$ cat src/rtl/pipeline_hazard_ctrl.sv
// Hazard controller for a 5-stage RV32I pipeline: load-use stalls, EX-stage
// redirect flushes, data-memory wait freezes and registered forwarding selects.
module pipeline_hazard_ctrl (
  input  logic        clk,
  input  logic        rst,
  input  logic        id_valid,
  input  logic [31:0] id_inst,
  input  logic        ex_taken,
  input  logic        mem_req,
  input  logic        mem_ready,
  output logic        pc_stall,
  output logic        if_id_stall,
  output logic        ex_mem_stall,
  output logic        id_ex_bubble,
  output logic        mem_wb_bubble,
  output logic        if_id_flush,
  output logic        id_ex_flush,
  output logic [1:0]  fwd_rs1,
  output logic [1:0]  fwd_rs2,
  output logic [1:0]  dbg_state,
  output logic [2:0]  dbg_shadow_valid,
  output logic [4:0]  dbg_ex_rd
);

  typedef enum logic [1:0] {
    RUN      = 2'd0,
    LU_STALL = 2'd1,
    MEM_WAIT = 2'd2
  } state_t;

  typedef struct packed {
    logic       valid;
    logic [4:0] rd;
    logic       writes;
    logic       is_load;
  } shadow_t;

  state_t  state;
  shadow_t sh_ex, sh_mem, sh_wb, id_sh;

  logic [4:0] id_rs1, id_rs2;
  logic       id_reads1, id_reads2, id_writes, id_is_load;
  logic       frozen, lu_hazard, redirect, load_ex;
  logic       ex_hit1, ex_hit2, mem_hit1, mem_hit2;
  logic [1:0] fwd1_next, fwd2_next;

  assign id_rs1 = id_inst[19:15];
  assign id_rs2 = id_inst[24:20];

  always_comb begin
    id_writes  = 1'b0;
    id_is_load = 1'b0;
    id_reads1  = 1'b0;
    id_reads2  = 1'b0;
    case (id_inst[6:0])
      7'b0110111, 7'b0010111, 7'b1101111: id_writes = 1'b1;
      7'b1100111: begin id_writes = 1'b1; id_reads1 = 1'b1; end
      7'b0000011: begin id_writes = 1'b1; id_reads1 = 1'b1; id_is_load = 1'b1; end
      7'b0010011: begin id_writes = 1'b1; id_reads1 = 1'b1; end
      7'b0110011: begin id_writes = 1'b1; id_reads1 = 1'b1; id_reads2 = 1'b1; end
      7'b0100011, 7'b1100011: begin id_reads1 = 1'b1; id_reads2 = 1'b1; end
      default: ;
    endcase
  end

  // A write to x0 is folded away here so no later comparison can match it.
  always_comb begin
    id_sh.valid   = 1'b1;
    id_sh.rd      = id_inst[11:7];
    id_sh.writes  = id_writes && (id_inst[11:7] != 5'd0);
    id_sh.is_load = id_is_load;
  end

  assign ex_hit1  = sh_ex.valid  && sh_ex.writes  && id_reads1 && (sh_ex.rd  == id_rs1);
  assign ex_hit2  = sh_ex.valid  && sh_ex.writes  && id_reads2 && (sh_ex.rd  == id_rs2);
  assign mem_hit1 = sh_mem.valid && sh_mem.writes && id_reads1 && (sh_mem.rd == id_rs1);
  assign mem_hit2 = sh_mem.valid && sh_mem.writes && id_reads2 && (sh_mem.rd == id_rs2);

  assign fwd1_next = ex_hit1 ? 2'b01 : (mem_hit1 ? 2'b10 : 2'b00);
  assign fwd2_next = ex_hit2 ? 2'b01 : (mem_hit2 ? 2'b10 : 2'b00);

  // Priority: memory wait freezes everything, then redirect, then load-use.
  assign frozen    = !mem_ready && (mem_req || (state == MEM_WAIT));
  assign redirect  = ex_taken && !frozen;
  assign lu_hazard = (state == RUN) && !frozen && !ex_taken && id_valid &&
                     sh_ex.valid && sh_ex.is_load && (ex_hit1 || ex_hit2);
  assign load_ex   = id_valid && !lu_hazard && !redirect;

  assign pc_stall      = frozen || lu_hazard;
  assign if_id_stall   = frozen || lu_hazard;
  assign ex_mem_stall  = frozen;
  assign id_ex_bubble  = lu_hazard;
  assign mem_wb_bubble = frozen;
  assign if_id_flush   = redirect;
  assign id_ex_flush   = redirect;

  always_ff @(posedge clk) begin
    if (rst) begin
      state   <= RUN;
      sh_ex   <= '0;
      sh_mem  <= '0;
      sh_wb   <= '0;
      fwd_rs1 <= 2'b00;
      fwd_rs2 <= 2'b00;
    end else begin
      if (frozen)         state <= MEM_WAIT;
      else if (lu_hazard) state <= LU_STALL;
      else                state <= RUN;

      if (!frozen) begin
        sh_wb  <= sh_mem;
        sh_mem <= sh_ex;
        if (load_ex) begin
          sh_ex   <= id_sh;
          fwd_rs1 <= fwd1_next;
          fwd_rs2 <= fwd2_next;
        end else begin
          sh_ex   <= '0;
          fwd_rs1 <= 2'b00;
          fwd_rs2 <= 2'b00;
        end
      end
    end
  end

  assign dbg_state        = state;
  assign dbg_shadow_valid = {sh_ex.valid, sh_mem.valid, sh_wb.valid};
  assign dbg_ex_rd        = sh_ex.rd;

  logic unused_bits;
  assign unused_bits = ^{id_inst[31:25], id_inst[14:12], sh_mem.is_load,
                         sh_wb.rd, sh_wb.writes, sh_wb.is_load};

endmodule

$ cat config.mk
export PLATFORM = sky130hd
export DESIGN_NAME = pipeline_hazard_ctrl
export DESIGN_NICKNAME = d
export VERILOG_FILES = /design/src/rtl/pipeline_hazard_ctrl.sv
export SDC_FILE = /design/constraint.sdc
export NUM_CORES = 1
export LEC_CHECK = 0
export ABC_AREA = 1
export CAP_MARGIN = 30
export CORE_MARGIN = 2
export CORE_UTILIZATION = 39
export CTS_CLUSTER_SIZE = 8
export DETAILED_ROUTE_END_ITERATION = 16
export GPL_TIMING_DRIVEN = 0
export PLACE_DENSITY = 0.87
export RECOVER_POWER = 50
export SETUP_SLACK_MARGIN = 0.15
export SLEW_MARGIN = 20
export SYNTH_ARGS = -nofsm -noshare
export SYNTH_HDL_FRONTEND = slang
export SYNTH_SLANG_ARGS = --single-unit
export TNS_END_PERCENT = 20
$ cat constraint.sdc
create_clock -name clk -period 1.41 [get_ports clk]
set_input_delay 0.282 -clock clk [delete_from_list [all_inputs] [get_ports clk]]
set_output_delay 0.282 -clock clk [all_outputs]
set_load 0.1 [all_outputs]
; ---- Word-level counts from Yosys, hierarchy flattened
; Cells that the tools add are included.
; W data, S select, Z words.
[totals]
register_bits = 22
in_bits = 38
out_inout_bits = 21
wordCells = 74
[op_classes]
n_eq_ne = 14
muxes = 13
reduce_logical = 35
[op_table]
columns = operator, n
row1 = $eq A7 B6 Y1 const B, 3
row2 = $eq A7 B7 Y1 const B, 3
row3 = $logic_and A1 B1 Y1, 21
row4 = $eq A5 B5 Y1, 4
row5 = $eq A7 B5 Y1 const B, 2
row6 = $mux W2, 7
row7 = $mux W8, 1
row8 = $eq A7 B2 Y1 const B, 1
row9 = $reduce_or A7 Y1, 1
row10 = $reduce_or A6 Y1, 1
row11 = $logic_not A1 Y1, 5
row12 = $mux W1, 5
row13 = $reduce_bool A5 Y1, 1
row14 = $logic_or A1 B1 Y1, 3
row15 = $reduce_or A3 Y1, 1
row16 = $eq A2 B2 Y1 const B, 1
row17 = $logic_not A2 Y1, 1
row18 = $reduce_or A2 Y1, 1

; ---- Longest topological paths before layout
[depth]
word_depth = 14
ltp_mapped = 12
ltp_nobuf = 11

; ---- Least setup slack after synthesis
; No wires, ideal clock.
[synth_timing]
kind = flip-flop to output port
start = register state[0], in the netlist dbg_state[0]
end = output port if_id_flush
t_arrival_ps = 3612
required_ps = 1128
slack_ps = -2484
stages_incl_launch_ff = 6
n_path_buf = 1
cell_sequence = dfxtp_1 o21ai_1 nand2_2 inv_1 nor2_1 buf_4
[synth_between]
elab_chain_cells = 5
[synth_lines]
columns = element, line
row1 = from (decl), 38  ; state_t state;
row2 = from (signal assigned), 99  ; state <= RUN;
row3 = from (signal assigned), 106  ; if (frozen) state <= MEM_WAIT;
row4 = from (signal assigned), 107  ; else if (lu_hazard) state <= LU_STALL;
row5 = $eq A2 B2 Y1, 83  ; assign frozen = !mem_ready && (mem_req || (state == MEM_WAIT));
row6 = $logic_or A1 B1 Y1, 83
row7 = $logic_and A1 B1 Y1, 83
row8 = via ex_mem_stall, 13  ; output logic ex_mem_stall,
row9 = $logic_not A1 Y1, -
row10 = $logic_and A1 B1 Y1, 84  ; assign redirect = ex_taken && !frozen;
row11 = to (decl), 16  ; output logic if_id_flush,
; The timed path passes the listed nets, and every way through them passes these cells.

; ---- Worst setup path in the final report
[layout_timing]
start = register sh_ex (netlist bit dbg_ex_rd[2])
end = output port pc_stall
[layout_between]
elab_chain_cells = 5
elab_cells_between_ends = 7
classes_between = 2 x eq/ne / 5 x reduce/logical
[layout_lines]
columns = element, line
row1 = from (decl), 39  ; shadow_t sh_ex, sh_mem, sh_wb, id_sh;
row2 = from (signal assigned), 114  ; sh_ex <= id_sh;
row3 = "$eq A5 B5 Y1, on equally long branches", "74, 75"
row4 = "$logic_and A1 B1 Y1, on equally long branches", "74, 75"
row5 = $logic_or A1 B1 Y1 *, 86  ; sh_ex.valid && sh_ex.is_load && (ex_hit1 || ex_hit2);
row6 = $logic_and A1 B1 Y1 *, 86
row7 = $logic_or A1 B1 Y1 *, 89  ; assign pc_stall = frozen || lu_hazard;
row8 = to (decl), 11  ; output logic pc_stall,
; Mark *: on every way between the ends. The rest lies on a longest branch, timed or not.

==> out/results.ini <==
[status]
status = finished, violations left
violations = negative setup slack

[setup_path]
crit_chain = buf_6, nand2_1, nand2_1, nor2_2, nand4_1, nand2_2, nand2_4, buf_8, nand2_4, buf_6, buf_12
reg2reg_slack_ns = -0.72
cpMaxStageDelayCell = dfxtp_2
crit_family = simple AND/OR/NAND/NOR gates
worstSetupStartpointType = register
crit_fanout = 3
r2r_start = dbg_ex_rd[2]$_SDFFE_PP0N_
cp-endpoint = pc_stall
cp_num_cells = 11
worstReg2RegEnd = fwd_rs2[1]$_SDFFE_PP0N_
crit_required_ns = 1.13
path_class = register to output pin
crit_path_end_kind = output pin
crit_arrival_ns = 1.91
reg2regPathDepth = 17
path_buf_inv = 4
crit_path_start = dbg_ex_rd[2]$_SDFFE_PP0N_
slowest_delay_ns = 0.35

[placement]
dp_cells = 317
gp_congestion = 0.851
hpwl_um = 2630
portBuffers = 48

[route]
drt_iter0_drc = 195
wirelength_um = 5970
vias = 1853
firstDrtPassIters = 5
vias_per_cell = 5.15
antenna_left = 0
avgRoutedWirePerCell_um = 16.6
drc_errors = 0

[logic_synthesis]
avgSynthCellArea_um2 = 6.48
synthSimpleGateAreaFrac = 0.436
synthXorXnorAreaFrac = 0.0367
synthMuxAreaShare = 0
synth_fa_ha_area_frac = 0
synth_nets = 259
netlist_instances = 221
yosysWarnings = 0
synth_top_family_by_area = simple AND/OR/NAND/NOR gates
syn-cell-area_mm2 = 0.00143
synth-seq-area-share = 0.307
synth_area_leaders = dfxtp_1 (31%), nand2_1 (18%), inv_1 (7.9%), buf_4 (5.8%), nand3_2 (5.6%)
synth_seq_cells = 22
synth_top_area_share = 0.307
synth-compound-area-share = 0.0585
synth_top_cell_by_area = dfxtp_1
synthDistinctLibCells = 27

[cells_and_area]
fill_cells = 242
post-route-util = 0.744
fin_cells = 360
nNetsFinal = 351
final_common_cell = nand2_1
area_growth_pct = 87.3
mostFrequentLayoutCells = nand2_1 (60), buf_4 (39), inv_1 (23), dlygate4sd2_1 (19), buf_12 (14)
diodes = 0
drive_gt1_frac = 0.487

[global_routing]
grtUsageTotal = 0.249
grt_max_degree = 14
grt_pass1_vias = 1740
grt_pass1_wl_um = 8090
grt_overflow = 0
antenna_found_initial = 0

[clock_tree]
cts-buffers-inserted = 3
clockBufferDepth = 2
tritoncts = yes
cts-root-buf = clkbuf_8
cts_hold_buffers = 0
clk_latency_ns = 0.28
cts_sinks = 22
clk_pin_slew_ns = 0.09
ctsHtreeMaxLevel = 1

[die]
dieWidth_um = 64.6
initial_core_util = 0.397
die_h_um = 64.6
dieArea_mm2 = 0.00417
core_area_mm2 = 0.00361
rows = 22
ioPinCount = 59

[timing]
tightest_slew_ns = 0.302
slew_headroom = 0.799
max_freq_ghz = 0.455
final-setup-viol-count = 28
grt_setup_unrepaired = yes
slew_violations = 0
finalWorstSetupSlack_ns = -0.787
period_minus_slack_ns = 2.20
fin_skew_ns = 0.00190
min_period_over_period = 1.56
hold_violations = 0

[power_and_ir_drop]
power_mw = 1.87
cellPowerDensity_mw_per_mm2 = 698
vdd_ir_drop_max_v = 0.000371
leakage_nw = 1.31

[job]
max_cap_viol_count = 0

[min_path]
hold_path_class = register to register

-- synthesized netlist by cell type --
library cell	number
nand2_1	68
inv_1	30
dfxtp_1	22
nor2_1	20
buf_4	11
nand3_1	10
nand2_2	9
nand3_2	8
nand4_1	5
a21oi_1	4
nor2_2	4
o21ai_1	4
o22ai_1	4
inv_2	3
xnor2_1	3
xor2_1	3
buf_2	2
o21ai_0	2
a21oi_2	1
and2_1	1
buf_6	1
clkinv_1	1
nand2_4	1
nor3_1	1
nor3_4	1
or2_1	1
or2_2	1
-- registers in the layout, summed over array words and instances, names as in the netlist --
| name | flops |
|---|---|
| dbg_state | 2 |
| dbg_ex_rd | 5 |
| sh_ex | 2 |
| sh_mem | 6 |
| fwd_rs2 | 2 |
| dbg_shadow_valid | 3 |
| fwd_rs1 | 2 |
-- area by class of cell --
class,count,area [µm²],share of cell area
multi-input cells,151,910,0.339
repair buffers,87,890,0.331
flip-flops and latches,22,469,0.175
plain buffers,14,148,0.0550
inverters,34,136,0.0508
well taps,48,60.1,0.0224
clock buffers,3,41.3,0.0154
clock inverters,1,30.0,0.0112
-- power by group --
group / switching, mW / internal, mW
clock: 0.252 / 0.381
sequential: 0.0162 / 0.623
combinational: 0.343 / 0.259
-- how the worst min path moves through the flow --
stage	start	end	slack [ns]	depth (start not counted)
floorplan	rst	sh_mem[1]$_SDFFE_PP0N_	0.35	1
global placement	sh_ex[0]$_SDFFE_PP0N_	sh_ex[0]$_SDFFE_PP0N_	0.44	2
detailed placement	sh_ex[0]$_SDFFE_PP0N_	sh_ex[0]$_SDFFE_PP0N_	0.44	2
CTS	sh_ex[0]$_SDFFE_PP0N_	sh_ex[0]$_SDFFE_PP0N_	0.46	2
global route	fwd_rs2[1]$_SDFFE_PP0N_	fwd_rs2[1]$_SDFFE_PP0N_	0.47	2
finish	fwd_rs2[1]$_SDFFE_PP0N_	fwd_rs2[1]$_SDFFE_PP0N_	0.46	2
-- worst min-delay path: cells and delay by family (launching register included) --
kind | cells | cell delay, ns
AND/OR/NAND/NOR | 2 | 0.10
flip-flops | 1 | 0.33
-- cell families after synthesis --
logic type / count (synthesis)
XOR/XNOR: 6
buffers and inverters: 48
AND/OR/NAND/NOR: 130
AO/OA/AOI/OAI: 15
flip-flops: 22
-- layer usage --
| metal | vias to the layer above | share of wire | wire length, µm | track usage |
|---|---|---|---|---|
| met5 | - | 0 | 0 | 0 |
| met4 | 0 | 0.062 | 368 | 0.104 |
| met3 | 37 | 0.076 | 453 | 0.0417 |
| met2 | 123 | 0.47 | 2830 | 0.439 |
| met1 | 842 | 0.39 | 2320 | 0.298 |
| li1 | 851 | - | - | - |
-- stage by stage --
| step | TNS, ns | cell area [µm²] | setup slack, ns | hold slack (ns) |
|---|---|---|---|---|
| floorplan | -9.66 | 1470 | -1.06 | 0.351 |
| global placement | -22.59 | 2010 | -1.76 | 0.441 |
| detailed placement | -23.53 | 2010 | -1.80 | 0.441 |
| CTS | -4.63 | 2510 | -0.571 | 0.455 |
| global route | -10.0 | 2680 | -0.820 | 0.469 |
| finish | -8.90 | 2680 | -0.787 | 0.460 |
-- what timing repair did --
action                     4_1_cts  5_1_grt
resized for setup              191       41
pin swaps                       18        9
setup endpoints to repair       42       36
setup buffers                   34        5
(Power assumes the default switching activity.)
